## config.mk

```make
export PLATFORM = sky130hd
export DESIGN_NAME = bubblesort_host_seq
export DESIGN_NICKNAME = d
export VERILOG_FILES = /design/src/rtl/bubblesort_host_seq.sv
export SDC_FILE = /design/constraint.sdc
export NUM_CORES = 1
export LEC_CHECK = 0
export ABC_AREA = 1
export BUFFER_PORTS_ARGS = -buffer_cell sky130_fd_sc_hd__buf_2
export CORE_MARGIN = 2
export CORE_UTILIZATION = 42
export DETAILED_ROUTE_END_ITERATION = 6
export PLACE_DENSITY = 0.89
export SYNTH_ARGS = -nofsm -noshare
export SYNTH_HDL_FRONTEND = slang
export SYNTH_SLANG_ARGS = --single-unit
```

## constraint.sdc

```tcl
create_clock -name Clk -period 1.9 [get_ports Clk]
set_input_delay 0.19 -clock Clk [delete_from_list [all_inputs] [get_ports Clk]]
set_output_delay 0.19 -clock Clk [all_outputs]
set_load 0.02 [all_outputs]
```

## src/rtl/bubblesort_host_seq.sv

```systemverilog
`default_nettype none
// ============================================================================
// bubblesort_host_seq : bus-master sequencer that loads, kicks, polls and
//                       unloads a scan-chain bubble sorter.   Rev 1.0
// ============================================================================
module bubblesort_host_seq #(
  parameter int                 N           = 8,
  parameter int                 WIDTH       = 8,
  parameter int                 IDWIDTH     = 8,
  parameter int                 CWIDTH      = 8,
  parameter int                 AW          = 16,
  parameter int                 DW          = 32,
  parameter logic [IDWIDTH-1:0] SCAN_ID     = 8'hFE,
  parameter logic [IDWIDTH-1:0] CTRL_ID     = 8'hFF,
  parameter int                 SORT_CYCLES = 8
) (
  input  logic             Clk,
  input  logic             Reset,
  input  logic             start,
  output logic             busy,
  output logic             done,
  input  logic             ld_valid,
  output logic             ld_ready,
  input  logic [WIDTH-1:0] ld_data,
  output logic             rs_valid,
  input  logic             rs_ready,
  output logic [WIDTH-1:0] rs_data,
  output logic             RD,
  output logic             WR,
  output logic [AW-1:0]    Addr,
  output logic [DW-1:0]    DataOut,
  input  logic [DW-1:0]    DataIn
);

  localparam int                  c_CNT_W     = $clog2(N + 1);
  localparam logic [c_CNT_W-1:0]  c_CNT_ONE   = c_CNT_W'(1);
  localparam logic [c_CNT_W-1:0]  c_LOAD_LAST = c_CNT_W'(N - 1);
  localparam logic [c_CNT_W-1:0]  c_CNT_ALL   = c_CNT_W'(N);
  localparam logic [AW-1:0]       c_SCAN_ADDR = AW'(SCAN_ID);
  localparam logic [AW-1:0]       c_CTRL_ADDR = AW'(CTRL_ID);
  localparam logic [DW-1:0]       c_KICK_DATA = DW'(SORT_CYCLES);

  typedef enum logic [2:0] {
    S_IDLE = 3'd0,
    S_LOAD = 3'd1,
    S_KICK = 3'd2,
    S_POLL = 3'd3,
    S_URD  = 3'd4,
    S_UGAP = 3'd5,
    S_DONE = 3'd6
  } state_t;

  state_t              r_state;
  logic [c_CNT_W-1:0]  r_cnt;
  logic                r_busy;
  logic                r_done;
  logic                r_ld_ready;
  logic                r_rs_valid;
  logic [WIDTH-1:0]    r_rs_data;
  logic                r_rd;
  logic                r_wr;
  logic [AW-1:0]       r_addr;
  logic [DW-1:0]       r_dout;

  // Upper DataIn bits are never consumed by this master.
  logic                w_unused_din;
  assign w_unused_din = &{1'b0, DataIn};

  always_ff @(posedge Clk or negedge Reset) begin
    if (!Reset) begin
      r_state    <= S_IDLE;
      r_cnt      <= '0;
      r_busy     <= 1'b0;
      r_done     <= 1'b0;
      r_ld_ready <= 1'b0;
      r_rs_valid <= 1'b0;
      r_rs_data  <= '0;
      r_rd       <= 1'b0;
      r_wr       <= 1'b0;
      r_addr     <= '0;
      r_dout     <= '0;
    end else begin
      // Bus is idle (all zero) unless the current state drives a cycle.
      r_rd   <= 1'b0;
      r_wr   <= 1'b0;
      r_addr <= '0;
      r_dout <= '0;
      r_done <= 1'b0;
      case (r_state)
        S_IDLE: begin
          if (start) begin
            r_state    <= S_LOAD;
            r_cnt      <= '0;
            r_ld_ready <= 1'b1;
            r_busy     <= 1'b1;
          end
        end
        S_LOAD: begin
          if (ld_valid && r_ld_ready) begin
            r_wr   <= 1'b1;
            r_addr <= c_SCAN_ADDR;
            r_dout <= DW'(ld_data);
            r_cnt  <= r_cnt + c_CNT_ONE;
            if (r_cnt == c_LOAD_LAST) begin
              r_ld_ready <= 1'b0;
              r_state    <= S_KICK;
            end
          end
        end
        S_KICK: begin
          r_wr    <= 1'b1;
          r_addr  <= c_CTRL_ADDR;
          r_dout  <= c_KICK_DATA;
          r_state <= S_POLL;
        end
        S_POLL: begin
          // The first POLL cycle carries the kick write, so only judge
          // DataIn once a control read is actually on the bus.
          r_rd <= 1'b1;
          if (r_rd && (DataIn[CWIDTH-1:0] == '0)) begin
            r_addr  <= c_SCAN_ADDR;
            r_cnt   <= '0;
            r_state <= S_URD;
          end else begin
            r_addr <= c_CTRL_ADDR;
          end
        end
        S_URD: begin
          r_rs_data  <= DataIn[WIDTH-1:0];
          r_rs_valid <= 1'b1;
          r_state    <= S_UGAP;
        end
        S_UGAP: begin
          if (r_rs_valid) begin
            if (rs_ready) begin
              r_rs_valid <= 1'b0;
              r_cnt      <= r_cnt + c_CNT_ONE;
            end
          end else if (r_cnt == c_CNT_ALL) begin
            r_done  <= 1'b1;
            r_state <= S_DONE;
          end else begin
            r_rd    <= 1'b1;
            r_addr  <= c_SCAN_ADDR;
            r_state <= S_URD;
          end
        end
        S_DONE: begin
          r_busy  <= 1'b0;
          r_state <= S_IDLE;
        end
        default: begin
          r_state <= S_IDLE;
        end
      endcase
    end
  end

  assign busy     = r_busy;
  assign done     = r_done;
  assign ld_ready = r_ld_ready;
  assign rs_valid = r_rs_valid;
  assign rs_data  = r_rs_data;
  assign RD       = r_rd;
  assign WR       = r_wr;
  assign Addr     = r_addr;
  assign DataOut  = r_dout;

endmodule
`default_nettype wire

```

==> results.md, run 1 <==
- Initial Util: between 40% and 50%
- Die ar.: ~4600 µm²
- Final Hold Fails: 0
- Highest clock rate: 717 MHz
- Final-report setup violation count: 0
- Part of the power in registers: 34.9%
- Status: completed
- Max-cap violations: 0
- Clock Skew: 0.00336 ns
- CTS Buffer Depth: 2
- N_diodes: 0
- Hold Crit Start: ld_data[3]
- # rows: 23
- CP max FO: 9
- Fin crit share: ~73%
- Post-synth EDFFs: 0
- Path depth of the worst reg2reg path: 8
- Peak VDD IR: approximately 0.47 mV
- Initial antenna violation count: 0
- Routability cong.: about 0.8
- Area Growth Syn to Fin: 12.7%
- Startpoint Class: flop
- Combinational share of power: a little under half
- First-pass GRT wire length: 5.02 mm
- Io pins: between 100 and 150
- Switch share: about 46%
- CTS tree: built
- Drt pass-1 iters: 5
- Hold Path Depth: 2
- Met1 GRT Util: 15.6%
- Layout cell share with drive strength beyond 1: 27.2%
- Post-Syn Instances: 212
- Synth Area in Adders: 1.45%
- Slew headroom: 56.0%
- Fin util: roughly 50%
- Mapped Avg Cell Area: a little over 8 µm²
- Busiest grt layer: met2
- Simple-Gate Fraction of Synth Area: 25.1%
- Post-synth top area share: 44.9%
- Cell variety after synth: 22
- Static leakage: 1.16 nW
- Worst Hold Path EP: DataOut[3]
- Post-CTS Setup Inserts: 0
- Final #Nets: 308
- Vias in the first global route: between 1000 and 1500
- CTS sink cnt: 31
- Global Route met2 Usage: 26.5%
- Synth Area in XOR/XNOR: 0%
- Asr flop ratio synth: 100%
- Int Power: 1.61 mW
- Height of the die: between 60 and 70 µm
- GR Overflow Total: 0
- Arr. time, crit path: roughly 1.6 ns
- Compound-cell area share of the yosys netlist: 5.36%
- Yosys warns: 0
- Clock buffer count from CTS: 5
- Clock Latency Late Sink: 0.29 ns
- Final setup TNS: 0 ns
- H-Tree Level Count: 2
- Layout fillers: 377
- Post-synthesis cell area: ~1700 µm²
- Routed WL per cell: 9.99 µm
- Gr usage total: roughly 15%
- Synth Flop Type: dfrtp_1
- PortBufs: 50
- Reg-to-Reg End: r_cnt[0]
- Reg2reg setup slack: 0.51 ns
- Max-slew violation count: 0
- Worst-Margin Slew: 0.661 ns
- Vias per inst: 4.43
- 1st-iter DRT viols: 87
- CTS Root Cell: clkbuf_8
- Synth Register Bits: 31
- Critical path class: reg -> reg
- Core ar.: 3970 µm²
- Combinational family with the most area after synthesis: simple AND/OR/NAND/NOR gates
- Antenna Violating Nets Remaining: 0
- Tmin final: 1.39 ns
- Post-DP HPWL: 2.34 mm
- PD cells: 1550 nW/µm²
- Yosys top cell by area: dfrtp_1
- DRT Wirelength: 3.11 mm
- R2R Path Start: r_state[2]
- Die Span X: 68.1 µm
- Clock power share: ~17%
- Largest net degree at the start of global routing: 32
- Mux cell area share after synthesis: 0%
- Sw power: 1.40 mW
- Hold buffers post-CTS: 1
- Hold Path Class: in -> reg
- Residual DRC count: 0
- Worst setup margin: 0.505 ns
- Most common cell in the synthesized netlist: nand2_1
- Main area contributors after synthesis: dfrtp_1 45%, buf_4 17%, nand2_1 11%, inv_1 4.6%, o21ai_0 4.3%
- Met3 usage: 2.80%
- Place WS: 0.532 ns
- Worst-path clk slew: 0.06 ns
- WP data required: 2.08 ns
- Seq/Total Area, Yosys: between 40% and 50%
- Via Count: 1379
- RSZ-0062 raised after global routing: false
- Top post-synthesis cells by count: 50 x nand2_1, 38 x buf_4, 31 x dfrtp_1
- # resized after CTS: 0
- Setup crit end kind: flop
- Hold Slack: 0.116 ns
logic make-up (layout without fill, tap and decap cells):
logic type | count (synthesis) | in the layout
and+or+nand+nor | 97 | 97
AOI/OAI and AO/OA | 18 | 18
other | 1 | 32
DFF | 31 | 31
adders and majority gates | 2 | 2
buffers and inverters | 63 | 81
worst max-delay path, stage by stage (launching register included):
cell     delay (ns)
dfrtp_1        0.51
inv_4          0.15
nand2_1        0.07
nand2_1        0.06
nand3_1        0.11
nor2_4         0.18
nand2_4        0.08
nand2_1        0.06
nand2_1        0.05
power groups by stage:
stage	logic, mW	registers, mW	clock network (mW)
after floorplan	0.942	1.27	0
after global placement	1.41	1.05	0
after detailed placement	1.43	1.06	0
after CTS	1.45	1.05	0.528
after global routing	1.61	1.08	0.552
final	1.44	1.05	0.520
per-stage QoR:
step	instances	power [mW]	instance area, µm²
after global routing	311	3.24	1950
after floorplan	243	2.21	1840
after CTS	311	3.02	1950
after detailed placement	303	2.49	1850
after global placement	303	2.46	1850
final	311	3.01	1950
cell usage in the layout, fill, tap and decap left out, types with 2 or more instances in the layout:
master and n:
nor2_1 19, nor2_2 3, buf_2 50, o21ai_0 15
dfrtp_1 31, inv_1 21, nand2_2 5, nand2_1 50
ha_1 2, conb_1 32, clkbuf_8 6, a21oi_1 2
nand3_1 14
layer usage:
layer	part of all wire, %	routed length, µm
met5	0	0
met4	2.4	75
met3	9.0	279
met2	50	1540
met1	39	1210
state kept, by name, indices dropped and copies added, names as in the netlist:
name / count
busy: 1
r_cnt: 4
r_state: 3
Addr: 2
RD: 1
rs_valid: 1
WR: 1
done: 1
DataOut: 8
rs_data: 8
ld_ready: 1
area by class of cell:
cell class | count | area [µm²] | share of cell area (%)
multi-input combinational | 149 | 672 | 34.5
clock inverter | 1 | 5.00 | 0.257
tap | 50 | 62.6 | 3.21
clock buffer | 6 | 82.6 | 4.24
sequential | 31 | 776 | 39.8
timing repair buffer | 51 | 260 | 13.4
inverter | 23 | 88.8 | 4.56
worst max path at each step:
stage	startpoint	endpoint	cells past startpoint
floorplan	r_state[2]	r_cnt[0]	9
global placement	r_state[2]	r_cnt[3]	8
detailed placement	r_state[2]	r_cnt[2]	8
CTS	r_state[2]	r_cnt[2]	8
global route	r_state[2]	r_state[0]	7
finish	r_state[2]	r_cnt[0]	8
(Power assumes the default switching activity.)
==> run 2, diff against run 1 <==
Settings changed: ABC_AREA 1 to 0, CORE_UTILIZATION 42 to 38, PLACE_DENSITY 0.89 to 0.86.
Clock period 1.9 ns to 1.2 ns, I/O delays scaled along.
==> results.md, run 2 <==
- Final #Nets: 298 (was 308)
- Reg-to-Reg End: r_state[0] (was r_cnt[0])
- CTS sink cnt: 31 (unchanged)
- Post-Syn Instances: 158 (was 212)
- R2R Path Start: r_cnt[1] (was r_state[2])
- Synth Area in Adders: 1.51% (was 1.45%)
- Worst-path clk slew: 0.07 ns (was 0.06 ns)
- GR Overflow Total: 0 (unchanged)
- Initial antenna violation count: 0 (unchanged)
- Most common cell in the synthesized netlist: buf_4 (was nand2_1)
- Hold Crit Start: ld_data[4] (was ld_data[3])
- Max-slew violation count: 0 (unchanged)
- RSZ-0062 raised after global routing: true (was false)
- Clock Latency Late Sink: 0.29 ns (about the same)
- Simple-Gate Fraction of Synth Area: 15.7% (was 25.1%)
- Vias in the first global route: 1405 (was 1203)
- 1st-iter DRT viols: 108 (was 87)
- Yosys warns: 0 (unchanged)
- PortBufs: 50 (unchanged)
- Total placed instance area: 2050 µm² (was 1850 µm²)
- PD cells: 2710 nW/µm² (was 1550 nW/µm²)
- Startpoint Class: flop (unchanged)
- Initial Util: 40.5% (was 43.5%)
- Tmin final: 1.52 ns (was 1.39 ns)
- Peak VDD IR: 0.890 mV (was 0.470 mV)
- DRT Wirelength: 4.50 mm (was 3.11 mm)
- Most frequent cells in the layout: 50 x buf_2, 35 x buf_4, 32 x conb_1 (was 50 x nand2_1, 50 x buf_2, 32 x conb_1)
- Top post-synthesis cells by count: 39 x buf_4, 31 x dfrtp_1, 9 x and2_1 (was 50 x nand2_1, 38 x buf_4, 31 x dfrtp_1)
- Layout fillers: 324 (was 377)
- Failing checks: setup timing
- N_diodes: 0 (unchanged)
- First-pass GRT wire length: 6.56 mm (was 5.02 mm)
- Mapped Avg Cell Area: 10.5 µm² (was 8.15 µm²)
- Yosys top cell by area: dfrtp_1 (unchanged)
- Clock Skew: 0.00654 ns (was 0.00336 ns)
- Core ar.: 4090 µm² (was 3970 µm²)
- Worst setup margin: -0.318 ns (was 0.505 ns)
- Io pins: 107 (unchanged)
- Final-report setup violation count: 27 (was 0)
- Area Growth Syn to Fin: 49.6% (was 12.7%)
- CTS tree: built (unchanged)
- Static leakage: 1.30 nW (was 1.16 nW)
- Design Area, Final: 2470 µm² (was 1950 µm²)
- WP data required: 1.37 ns (was 2.08 ns)
- Hold Path Depth: 2 (unchanged)
- Hold Path Class: in -> reg (unchanged)
- Via Count: 1416 (was 1379)
- Layout cell share with drive strength beyond 1: 57.1% (was 27.2%)
- Path depth of the worst reg2reg path: 5 (was 8)
- Final Hold Fails: 0 (unchanged)
- Die ar.: 4900 µm² (was 4640 µm²)
- Vias per inst: 4.69 (was 4.43)
- Antenna Violating Nets Remaining: 0 (unchanged)
- Routed WL per cell: 14.9 µm (was 9.99 µm)
- Gr usage total: 17.1% (was 14.7%)
- Synth Area in XOR/XNOR: 0% (unchanged)
- Clock buffer count from CTS: 5 (unchanged)
- Residual DRC count: 0 (unchanged)
- Largest net degree at the start of global routing: 32 (unchanged)
- Combinational family with the most area after synthesis: buffers and inverters (was simple AND/OR/NAND/NOR gates)
- Max-cap violations: 0 (unchanged)
- CP max FO: 3 (was 9)
- Post-synthesis cell area: 1650 µm² (was 1730 µm²)
- Reg2reg setup slack: -0.32 ns (was 0.51 ns)
- Asr flop ratio synth: 100% (unchanged)
- Drt pass-1 iters: 4 (was 5)
- Synth Flop Type: dfrtp_1 (unchanged)
- Seq/Total Area, Yosys: 46.9% (was 44.9%)
- Synth Register Bits: 31 (unchanged)
- Cell variety after synth: 39 (was 22)
- CTS Buffer Depth: 2 (unchanged)
- Setup crit end kind: flop (unchanged)
- Critical path class: reg -> reg (unchanged)
- FF+latch area: 777 µm² (was 776 µm²)
- Commonest non-fill, non-tap cell in the layout: buf_2
- Die Span X: 70.0 µm (was 68.1 µm)
- Mux cell area share after synthesis: 5.45% (was 0%)
- # rows: 23 (unchanged)
- Compound-cell area share of the yosys netlist: 11.0% (was 5.36%)
- Post-DP HPWL: 2.71 mm (was 2.34 mm)
- Fin crit share: 127% (was 73.4%)
- CTS Root Cell: clkbuf_8 (unchanged)
- Status: finished, violations left (was completed)
- Routability cong.: 0.949 (was 0.800)
- Main area contributors after synthesis: dfrtp_1 47%, buf_4 18%, mux2_2 5.4%, and2_1 3.4%, a21oi_1 1.5% (was dfrtp_1 45%, buf_4 17%, nand2_1 11%, inv_1 4.6%, o21ai_0 4.3%)
- Area taken by multi-input logic gates: 848 µm² (was 672 µm²)
- Total power: 6.71 mW (was 3.01 mW)
- Highest clock rate: 659 MHz (was 717 MHz)
- Height of the die: 70.0 µm (was 68.1 µm)
- Arr. time, crit path: 1.68 ns (was 1.58 ns)
- Worst Hold Path EP: DataOut[4] (was DataOut[3])
- Post-synth EDFFs: 0 (unchanged)
- H-Tree Level Count: 2 (unchanged)
- Post-synth top area share: 46.9% (was 44.9%)
[run 2: cell types whose count changed in the layout (fill, tap and decap cells not counted), sizes merged, moves of 8 or more]
cell and change:
o21ai -9, inv -20, buf +46, nand3 -11, mux2 +8, nor2 -18, nand2 -50, and2 +9
[run 2: worst max path at each step]
stage | from | end
6_report | r_cnt[1] | r_state[0]
5_1_grt | r_cnt[1] | r_state[0]
4_1_cts | r_cnt[1] | r_state[0]
3_5_place_dp | r_cnt[1] | r_state[0]
3_3_place_gp | r_cnt[1] | r_state[0]
2_1_floorplan | r_state[1] | rs_data[0]
[run 2: worst max-delay path: stages, from the launching register on]
cell      delay, ns
dfrtp_1        0.39
ha_2           0.20
nand3b_1       0.17
o211ai_1       0.27
nand2_2        0.11
o31a_1         0.26
[run 2: per-layer routing]
metal  vias to the layer above  GRT usage, %  routed length, µm
li1                        657             -                  -
met1                       675          19.3               1730
met2                        69          28.7               2310
met3                        15          5.19                308
met4                         0          9.40                159
met5                         -             0                  0
[run 2: power breakdown]
group          switching [mW]  internal (mW)  leakage (nW)
clock                   0.391          0.671        0.0612
sequential              0.269           1.43         0.392
combinational            2.04           1.90         0.843
[run 2: layout make-up]
type                            instances  share of cell area, %
Inverter                                3                  0.556
Timing Repair Buffer                   97                   26.5
Clock buffer                            6                   3.34
Sequential cell                        31                   31.4
Tap cell                               50                   2.53
Clock inverter                          2                   1.42
Multi-Input combinational cell        113                   34.3
[run 2: cell families after synthesis]
group                    Yosys count
AO/OA/AOI/OAI                     26
adder cells (fa/ha/maj)            2
multiplexers                       8
other                              1
flip-flops                        31
buffers and inverters             45
AND/OR/NAND/NOR                   45
[run 2: repair_timing]
item | 4_1_cts | 5_1_grt
gates cloned | 1 | 0
buffers inserted | 13 | 6
pin swaps | 13 | 13
hold endpoints to repair | 31 | 0
hold buffers | 1 | 0
gates resized for setup | 22 | 22
endpoints found under the setup margin | 27 | 29
[run 2: through the flow]
stage / setup TNS (ns) / cells / utilization (%) / hold WS [ns] / worst slack (ns)
final: -3.76 / 302 / 60.6 / 0.0397 / -0.318
after global routing: -4.97 / 302 / 60.6 / 0.0345 / -0.321
after CTS: -2.46 / 296 / 57.6 / 0.0338 / -0.204
after detailed placement: -2.55 / 274 / 50.1 / 0.169 / -0.208
after global placement: -1.88 / 274 / 50.1 / 0.152 / -0.175
after floorplan: -1.89 / 189 / - / -0.176 / -0.185
